$ cat config.mk
export PLATFORM = sky130hd
export DESIGN_NAME = recursive_eval_core
export DESIGN_NICKNAME = d
export VERILOG_FILES = /design/src/rtl/recursive_eval_pkg.sv /design/src/rtl/recursive_eval_core_stack.sv /design/src/rtl/recursive_eval_core.sv
export SDC_FILE = /design/constraint.sdc
export NUM_CORES = 1
export LEC_CHECK = 0
export CORE_ASPECT_RATIO = 0.75
export CORE_MARGIN = 2
export CORE_UTILIZATION = 35
export DETAILED_ROUTE_END_ITERATION = 7
export HOLD_SLACK_MARGIN = 0.12
export SLEW_MARGIN = 10
export SYNTH_ARGS = -nofsm -noshare
export SYNTH_HDL_FRONTEND = slang
export SYNTH_SLANG_ARGS = --single-unit
$ cat constraint.sdc
create_clock -name clk -period 9.2 [get_ports clk]
set_input_delay 0.92 -clock clk [delete_from_list [all_inputs] [get_ports clk]]
set_output_delay 0.92 -clock clk [all_outputs]
set_load 0.02 [all_outputs]
$ cat src/rtl/recursive_eval_pkg.sv
// Shared types for the recursive evaluation core: controller states, mode
// encodings and the stack frame layout {n, phase, partial}.
package recursive_eval_pkg;

  typedef enum logic [1:0] {
    IDLE = 2'd0,
    CALL = 2'd1,
    RET  = 2'd2,
    DONE = 2'd3
  } state_t;

  localparam logic MODE_FIB  = 1'b0;
  localparam logic MODE_FACT = 1'b1;

  // Reference frame at the default 8-bit width; modules built at other
  // widths declare the same layout locally from their own DATA_W.
  localparam int FRAME_DATA_W = 8;

  typedef struct packed {
    logic [FRAME_DATA_W-1:0] n;
    logic                    phase;
    logic [FRAME_DATA_W-1:0] partial;
  } frame_t;

  // Packed width of one frame for a given data width.
  function automatic int frame_width(input int data_w);
    return 2 * data_w + 1;
  endfunction

endpackage

$ cat src/rtl/recursive_eval_core_stack.sv
// Register-array frame stack with single-cycle push/pop. A simultaneous
// push and pop overwrites the top frame and leaves sp unchanged.
module frame_stack
  import recursive_eval_pkg::*;
#(
  parameter  int DATA_W  = 8,
  parameter  int DEPTH   = 16,
  localparam int PTR_W   = $clog2(DEPTH + 1),
  localparam int FRAME_W = 2 * DATA_W + 1
) (
  input  logic               clk,
  input  logic               rst,
  input  logic               clr,
  input  logic               push,
  input  logic               pop,
  input  logic [FRAME_W-1:0] din,
  output logic [FRAME_W-1:0] dout,
  output logic               full,
  output logic               empty,
  output logic [PTR_W-1:0]   sp
);

  localparam int IDX_W = (DEPTH > 1) ? $clog2(DEPTH) : 1;

  logic [FRAME_W-1:0] r_mem [DEPTH];
  logic [PTR_W-1:0]   r_sp;
  logic [PTR_W-1:0]   w_sp_m1;
  logic [IDX_W-1:0]   w_top_idx;
  logic [IDX_W-1:0]   w_wr_idx;

  assign w_sp_m1   = r_sp - PTR_W'(1);
  assign w_top_idx = w_sp_m1[IDX_W-1:0];
  assign w_wr_idx  = r_sp[IDX_W-1:0];

  assign full  = (r_sp == PTR_W'(DEPTH));
  assign empty = (r_sp == '0);
  assign sp    = r_sp;
  assign dout  = r_mem[w_top_idx];

  // Frame storage: replace top on push+pop, append on push when not full.
  always_ff @(posedge clk) begin
    if (push && pop && !empty) begin
      r_mem[w_top_idx] <= din;
    end else if (push && !pop && !full) begin
      r_mem[w_wr_idx] <= din;
    end
  end

  // Stack pointer: cleared by reset or clr, otherwise tracks push/pop.
  always_ff @(posedge clk) begin
    if (rst || clr) begin
      r_sp <= '0;
    end else if (push && pop) begin
      r_sp <= r_sp;
    end else if (push && !full) begin
      r_sp <= r_sp + PTR_W'(1);
    end else if (pop && !empty) begin
      r_sp <= w_sp_m1;
    end
  end

endmodule

$ cat src/rtl/recursive_eval_core.sv
// Recursive function evaluator (fib(n) or n!) driven by a CALL/RET
// controller over a hardware frame stack. Optional run statistics
// (cycles, max_depth) are enabled with the RECURSIVE_EVAL_STATS_EN macro.
module recursive_eval_core
  import recursive_eval_pkg::*;
#(
  parameter  int DATA_W      = 8,
  parameter  int STACK_DEPTH = 16,
  localparam int PTR_W       = $clog2(STACK_DEPTH + 1)
) (
  input  logic              clk,
  input  logic              rst,
  input  logic              start,
  input  logic              mode,
  input  logic [DATA_W-1:0] n_in,
  output logic              busy,
  output logic              done,
  output logic [DATA_W-1:0] result,
  output logic              err_stack,
  output logic              err_ovf
`ifdef RECURSIVE_EVAL_STATS_EN
  ,
  output logic [15:0]       cycles,
  output logic [PTR_W-1:0]  max_depth
`endif
);

  localparam int FRAME_W = 2 * DATA_W + 1;

  typedef struct packed {
    logic [DATA_W-1:0] n;
    logic              phase;
    logic [DATA_W-1:0] partial;
  } frame_w_t;

  // Sum with carry-out in the top bit.
  function automatic logic [DATA_W:0] add_wide(input logic [DATA_W-1:0] a,
                                                input logic [DATA_W-1:0] b);
    return {1'b0, a} + {1'b0, b};
  endfunction

  // Full-width product; anything above DATA_W is overflow.
  function automatic logic [2*DATA_W-1:0] mul_wide(input logic [DATA_W-1:0] a,
                                                    input logic [DATA_W-1:0] b);
    return {{DATA_W{1'b0}}, a} * {{DATA_W{1'b0}}, b};
  endfunction

  state_t              r_state;
  logic                r_mode;
  logic [DATA_W-1:0]   r_n;
  logic [DATA_W-1:0]   r_ret;
  logic [DATA_W-1:0]   r_result;
  logic                r_err_stack;
  logic                r_err_ovf;

  logic                w_push;
  logic                w_pop;
  logic                w_clr;
  logic                w_full;
  logic                w_empty;
  logic [PTR_W-1:0]    w_sp;
  logic [FRAME_W-1:0]  w_dout;
  frame_w_t            w_top;
  frame_w_t            w_new;
  logic                w_base;
  logic [DATA_W-1:0]   w_base_val;
  logic [DATA_W:0]     w_sum;
  logic [2*DATA_W-1:0] w_prod;

  frame_stack #(
    .DATA_W (DATA_W),
    .DEPTH  (STACK_DEPTH)
  ) u_stack (
    .clk   (clk),
    .rst   (rst),
    .clr   (w_clr),
    .push  (w_push),
    .pop   (w_pop),
    .din   (w_new),
    .dout  (w_dout),
    .full  (w_full),
    .empty (w_empty),
    .sp    (w_sp)
  );

  assign w_top      = w_dout;
  assign w_base     = (r_mode == MODE_FIB) ? (r_n < DATA_W'(2)) : (r_n <= DATA_W'(1));
  assign w_base_val = (r_mode == MODE_FIB) ? r_n : DATA_W'(1);
  assign w_sum      = add_wide(w_top.partial, r_ret);
  assign w_prod     = mul_wide(w_top.n, r_ret);
  assign w_clr      = (r_state == DONE);

  // Stack requests: CALL pushes the pending n, RET pops and, for the first
  // fib return, re-pushes the frame with phase=1 holding fib(n-1).
  always_comb begin
    w_push = 1'b0;
    w_pop  = 1'b0;
    w_new  = '0;
    case (r_state)
      CALL: begin
        if (!w_base) begin
          w_push  = 1'b1;
          w_new.n = r_n;
        end
      end
      RET: begin
        if (!w_empty) begin
          w_pop = 1'b1;
          if (r_mode == MODE_FIB && !w_top.phase) begin
            w_push        = 1'b1;
            w_new.n       = w_top.n;
            w_new.phase   = 1'b1;
            w_new.partial = r_ret;
          end
        end
      end
      default: ;
    endcase
  end

  // Controller and datapath registers.
  always_ff @(posedge clk) begin
    if (rst) begin
      r_state     <= IDLE;
      r_result    <= '0;
      r_err_stack <= 1'b0;
      r_err_ovf   <= 1'b0;
    end else begin
      case (r_state)
        IDLE: begin
          if (start) begin
            r_n         <= n_in;
            r_mode      <= mode;
            r_ret       <= '0;
            r_err_stack <= 1'b0;
            r_err_ovf   <= 1'b0;
            r_state     <= CALL;
          end
        end
        CALL: begin
          if (w_base) begin
            r_ret   <= w_base_val;
            r_state <= RET;
          end else if (w_full) begin
            r_err_stack <= 1'b1;
            r_result    <= '0;
            r_state     <= DONE;
          end else begin
            r_n <= r_n - DATA_W'(1);
          end
        end
        RET: begin
          if (w_sp == '0) begin
            r_result <= r_ret;
            r_state  <= DONE;
          end else if (r_mode == MODE_FIB) begin
            if (!w_top.phase) begin
              r_n     <= w_top.n - DATA_W'(2);
              r_state <= CALL;
            end else begin
              r_ret <= w_sum[DATA_W-1:0];
              if (w_sum[DATA_W]) r_err_ovf <= 1'b1;
            end
          end else begin
            r_ret <= w_prod[DATA_W-1:0];
            if (|w_prod[2*DATA_W-1:DATA_W]) r_err_ovf <= 1'b1;
          end
        end
        default: begin
          r_state <= IDLE;
        end
      endcase
    end
  end

  assign busy      = (r_state == CALL) || (r_state == RET);
  assign done      = (r_state == DONE);
  assign result    = r_result;
  assign err_stack = r_err_stack;
  assign err_ovf   = r_err_ovf;

`ifdef RECURSIVE_EVAL_STATS_EN
  logic [15:0]      r_cycles;
  logic [PTR_W-1:0] r_max_depth;

  // Run statistics: saturating CALL+RET cycle count and stack high-water mark.
  always_ff @(posedge clk) begin
    if (rst || (r_state == IDLE && start)) begin
      r_cycles    <= '0;
      r_max_depth <= '0;
    end else if (busy) begin
      if (r_cycles != 16'hFFFF) r_cycles <= r_cycles + 16'd1;
      if (w_sp > r_max_depth) r_max_depth <= w_sp;
    end
  end

  assign cycles    = r_cycles;
  assign max_depth = r_max_depth;
`endif

endmodule

### Word level (Yosys, flattened, before mapping)

Memories as Yosys holds them, arrays and structs flattened.
Index checks and enable logic that the tools add are counted.

| storage, ports and cells | value |
|---|---|
| register bits | 34 |
| RAM bits | 272 |
| input port bits | 12 |
| output and inout port bits | 12 |
| logic and storage cells | 126 |
| memories kept | 1 |

Memories:

| memory | words | bits a word | read ports | clocked after memory_dff | write ports | line | text |
|---|---|---|---|---|---|---|---|
| u_stack.r_mem | 16 | 17 | 1 | 0 | 1 | recursive_eval_core_stack.sv:25 | `logic [FRAME_W-1:0] r_mem [DEPTH];` |

| cells by class | value |
|---|---|
| add/subtract/negate cells | 5 |
| multipliers | 1 |
| $lt $le $gt $ge | 2 |
| equal/unequal tests | 19 |
| mux-type cells | 57 |
| bitwise operators | 3 |
| reductions and logical operators | 30 |

Operators by type and width:

| kind | count |
|---|---|
| $mux W8 | 16 |
| $mux W17 | 3 |
| $pmux W8 S3 | 2 |
| $pmux W8 S2 | 2 |
| $mux W1 | 20 |
| $reduce_or A17 Y1 | 1 |
| $mul A8 B8 Y16 | 1 |
| $ne A2 B2 Y1 const B | 7 |
| $mux W2 | 6 |
| $reduce_and A4 Y1 | 3 |
| $reduce_and A6 Y1 | 2 |
| $mux W5 | 2 |
| $add A8 B8 Y9 | 1 |
| $mux W9 | 1 |
| $ne A3 B2 Y1 const B | 3 |
| $ne A3 B3 Y1 const B | 3 |
| $le A8 B1 Y1 const B | 1 |
| $lt A8 B2 Y1 const B | 1 |
| $reduce_and A8 Y1 | 1 |
| $reduce_bool A2 Y1 | 4 |
| $reduce_or A8 Y1 | 1 |
| $sub A8 B1 Y8 const B | 1 |
| $sub A8 B2 Y8 const B | 1 |
| $logic_and A1 B1 Y1 | 7 |
| 17 further kinds | 27 |

### Logic depth before layout (Yosys ltp)

An unclocked memory read counts as a cell.

| depth | value |
|---|---|
| word-level depth | 14 |
| depth in mapped cells | 28 |
| mapped depth without buffers | 20 |

### Hierarchy

A second synthesis with hierarchy kept.

| unflattened totals | value |
|---|---|
| cell total of the unflattened synthesis | 1145 |
| area, all modules | 15572.4 µm² |

Modules (own cells, without submodules):

| module | instances | cells an instance | area an instance (µm²) | sequential area each (µm²) |
|---|---|---|---|---|
| frame_stack | 1 | 599 | 11104.4 | 8267.9 |
| recursive_eval_core | 1 | 546 | 4468.0 | 750.7 |

### Worst setup path after synthesis

Ideal clock, no wire load.

| path | value |
|---|---|
| path type | flip-flop to flip-flop |
| from | register u_stack.r_sp[0] (netlist: u_stack.sp[0]) |
| to | register r_err_ovf (netlist: err_ovf) |
| data arrival time | 6947 ps |
| data required time | 9077 ps |
| path slack | 2130 ps |
| cell stages (with the launch flop) | 24 |
| period minus slack after synthesis | 7070 ps |
| cells stage by stage | dfxtp_1 -> buf_6 -> buf_6 -> buf_2 -> buf_2 -> inv_1 -> ha_1 -> buf_6 -> clkbuf_1 -> mux4_2 -> mux4_2 -> buf_2 -> nand2_1 -> fa_1 -> fa_1 -> fa_1 -> inv_1 -> fa_1 -> ha_1 -> or2_2 -> a2111o_1 -> a2111oi_0 -> a31oi_1 -> mux2i_1 |

| on the way | value |
|---|---|
| longest elaborated chain between the ends | 6 |

Ends and longest elaborated chain:

| element | line | text |
|---|---|---|
| from (decl) | recursive_eval_core_stack.sv:26 | `logic [PTR_W-1:0] r_sp;` |
| from (signal assigned) | recursive_eval_core_stack.sv:54 | `r_sp <= r_sp;` |
| from (signal assigned) | recursive_eval_core_stack.sv:56 | `r_sp <= r_sp + PTR_W'(1);` |
| from (signal assigned) | recursive_eval_core_stack.sv:58 | `r_sp <= w_sp_m1;` |
| $sub A5 B1 Y5 | recursive_eval_core_stack.sv:31 | `assign w_sp_m1 = r_sp - PTR_W'(1);` |
| $mem_v2 Z16 W17 | -- |  |
| $mul A8 B8 Y16 | recursive_eval_core.sv:45 | `return {{DATA_W{1'b0}}, a} * {{DATA_W{1'b0}}, b};` |
| $reduce_or A8 Y1 | recursive_eval_core.sv:166 | `if (\|w_prod[2*DATA_W-1:DATA_W]) r_err_ovf <= 1'b1;` |
| $ne A3 B3 Y1 (no source line) | -- |  |
| $reduce_and A6 Y1 (no source line) * | -- |  |
| to (signal assigned) | recursive_eval_core.sv:127 | `r_err_ovf <= 1'b0;` |
| to (signal assigned) | recursive_eval_core.sv:162 | `if (w_sum[DATA_W]) r_err_ovf <= 1'b1;` |
| to (signal assigned) | recursive_eval_core.sv:166 |  |
| to (decl) | recursive_eval_core.sv:54 | `logic r_err_ovf;` |

Every way passes the cells marked *; elsewhere a longest branch is shown, timed or not.
A chain may end at the register's enable or synchronous reset.

### Worst setup path in the final report

Same ends and word-level chain as after synthesis.

==> results.txt <==
----------------------------------------------------
[Detailed routing]
  Post-detailed-route via-to-cell ratio ... 5.39
  Number of iterations in the first detailed-routing pass ... 5
  Routed wl met2 ... 16000 µm
  Post-Route M1 WL ... 17200 µm
  Final routed wirelength across all metal layers ... 36600 µm
  Number of DRC violations after detailed routing ... 0
  Routed Antenna Nets ... 0
  Routed wire per std cell ... 22.1 µm
  Detailed router's first-iteration violation count ... 1009
  Met3 WL post-DR ... 2810 µm
  Highest metal used ... met4
  Vias ... 8928

[Setup path]
  Worst reg-to-reg path cell count ... 18
  Worst setup EP type ... flop
  Launching element type of the critical path ... flop
  CP Class ... flop to flop
  Start point of the critical path ... u_stack.sp[0]
  Required time of the critical path ... 9.66 ns
  Startpoint of the most critical register-to-register path ... u_stack.sp[0]
  CP Data Arrival Time ... 7.94 ns
  Setup slack on the worst flop-to-flop path ... 1.72 ns
  Largest fanout of any net on the critical path ... 46
  Endpoint of the most critical register-to-register path ... err_ovf

[Timing]
  Fin Clk Skew ... 0.0167 ns
  Max Transition Viols Final ... 0
  Tcrit/Tclk final ... 0.813
  Measured slew at the worst slew-check pin ... 1.16 ns
  Max Freq ... 134 MHz
  Fin. Hold Viols ... 0
  Accumulated negative setup slack ... 0 ns
  Slew Limit Headroom ... 0.228
  Final count of negative-setup-slack endpoints ... 0
  Setup repair after global routing missed its margin ... no
  Minimum period implied by the final worst setup slack ... 7.48 ns

[Placed design]
  Estimated wirelength of the detail-placed design ... 22900 µm
  Global placement routability congestion ... 0.855
  IO buf count ... 23

[Outcome]
  Outcome ... complete, no violations

[GRT]
  Number of global-route vias before repair ... 9044
  Overall routing resource usage ... 0.165
  Total congestion overflow after global routing ... 0
  Largest net degree at the start of global routing ... 47
  Number of antenna violations at the first check in global routing ... 0
  Wire length of the first global-routing pass ... 56500 µm

[Synth]
  Post-Synth Adder-Cell Area ... 0.0919
  Synthesized netlist cell count ... 1029
  Mux share of post-synthesis cell area ... 0.130
  Share of flip-flops with an asynchronous set or reset after synthesis ... 0
  Number of flops mapped to enable cells by yosys ... 289
  Post-synthesis compound-gate area fraction ... 0.0594
  Distinct cells, synth ... 71
  Leading cell type by number of instances after synthesis ... edfxtp_1
  Flip-flop and latch count after synthesis ... 306
  Net count of the mapped netlist ... 1132
  Top cell types by occurrence after synthesis ... edfxtp_1, mux4_2, inv_1
  Area leader, netlist ... edfxtp_1
  Cell Area, Synth ... 0.0154 mm²
  Post-synthesis area per instance ... 15.0 µm²
  Share of the synthesized netlist area taken by xor and xnor gates ... 0.0134
  Post-Synth Simple-Gate Area ... 0.0830
  Dominant register cell in the synthesized netlist ... edfxtp_1
  Dominant combinational cell family by area after synthesis ... multiplexers
  Main area contributors after synthesis ... edfxtp_1, mux4_2, fa_1, ha_1, dfxtp_1
  Share of the synthesized area in the top cell type ... 0.563
  Warnings from Yosys ... 0
  Portion of the post-synthesis area used by sequential elements ... 0.585

[Clock tree]
  Setup bufs post-CTS ... 0
  H-tree levels ... 1
  Insertion delay of the later-clocked pin in the worst-skew pair ... 0.57 ns
  TritonCTS clock tree ... done
  TritonCTS buffer count ... 30
  Clock transition at the registers of the reported paths ... 0.07 ns
  Clock root buffer ... clkbuf_16
  Max clock buf depth ... 3
  Hold Buf Count CTS ... 0
  Clk sinks ... 306
  Post-cts repair resize count ... 0

[Final layout]
  Layout-stage area growth over the synthesis result ... 12.0%
  Final net count ... 1157
  Number of inserted diodes ... 0
  Fillcell total ... 4072
  Ratio of cells with drive above 1 in the final layout ... 0.167

[Floorplanning]
  DIE WIDTH ... 246 µm
  Placeable core area ... 0.0434 mm²
  Die Footprint ... 0.0458 mm²
  Die Y-Extent ... 186 µm
  Count of pins on the block boundary ... 24
  Standard-cell rows ... 66
  Starting utilization of the core area ... 0.355

[Min path]
  Hold path depth ... 2
  Startpoint of the lowest-slack hold path ... result[0]
  Worst hold endpoint ... result[0]
  Type of the worst min-delay path ... flop to flop

[Run]
  Maximum capacitance violations ... 0

----------------------------------------------------
[metal layers]
layer	vias to the layer above	global-route usage
met5	-	0
met4	0	0.0320
met3	41	0.0349
met2	300	0.244
met1	4620	0.251
li1	3967	-
[flip-flops by register name (all words and copies together), names as in the netlist]
signal / cells
r_n: 8
err_ovf: 1
r_mode: 1
u_stack.sp: 5
r_ret: 8
u_stack.r_mem: 272
r_state: 2
err_stack: 1
result: 8
[layout by cell type, fill, tap and decap left out, types with 14 or more instances in the layout]
master	count
edfxtp_1	289
mux4_2	75
inv_1	72
nand2_1	68
ha_1	53
nor2_1	51
fa_1	37
a21oi_1	36
o21ai_0	34
and2_1	32
clkbuf_16	31
clkdlybuf4s50_1	23
buf_4	21
nor3_1	16
dfxtp_1	16
nor2_2	14
nand2b_1	14
[final cells by class]
class,count,area (µm²),area share
timing repair buffer,44,388,0.0225
multi-input combinational,599,5920,0.343
sequential,306,9020,0.523
clock buffer,33,783,0.0454
inverter,73,274,0.0159
clock inverter,23,156,0.00906
tap,578,723,0.0419
[stage by stage]
step                setup WS [ns]  area, µm²  hold slack [ns]  utilization  std cells
floorplan                    2.13      15400            0.479            -       1029
global placement             1.75      16300            0.458        0.376       1600
detailed placement           1.62      16300            0.464        0.376       1600
CTS                          1.58      17300            0.476        0.397       1656
global route                 1.18      17300            0.483        0.397       1656
finish                       1.72      17300            0.475        0.397       1656
[kinds of logic after synthesis]
kind of cell    count (synthesis)
mux                            91
flops                         306
simple gates                  252
fa+ha+maj                      91
xor+xnor                       21
compound gates                144
buf+inv                       124
[critical path, stage by stage, from the launching register on]
cell and delay, ns:
dfxtp_4 0.71, inv_1 0.28, ha_4 0.80, buf_4 0.52, mux4_2 0.37, mux4_2 0.66
nand2_1 0.16, fa_1 0.45, fa_1 0.51, fa_1 0.52, fa_1 0.54, inv_1 0.04
ha_1 0.24, a211oi_1 0.26, o21ai_0 0.18, a2111o_1 0.38, a2111oi_0 0.41, a31oi_1 0.16
mux2i_1 0.13
[how the worst max path moves through the flow]
stage | depth (start not counted) | to
CTS | 18 | err_ovf
finish | 18 | err_ovf
global route | 18 | err_ovf
global placement | 18 | err_ovf
floorplan | 23 | err_ovf
detailed placement | 18 | err_ovf
Power is not shown: default switching activity piles up to over one toggle a cycle in this logic, so the estimate is an artifact.
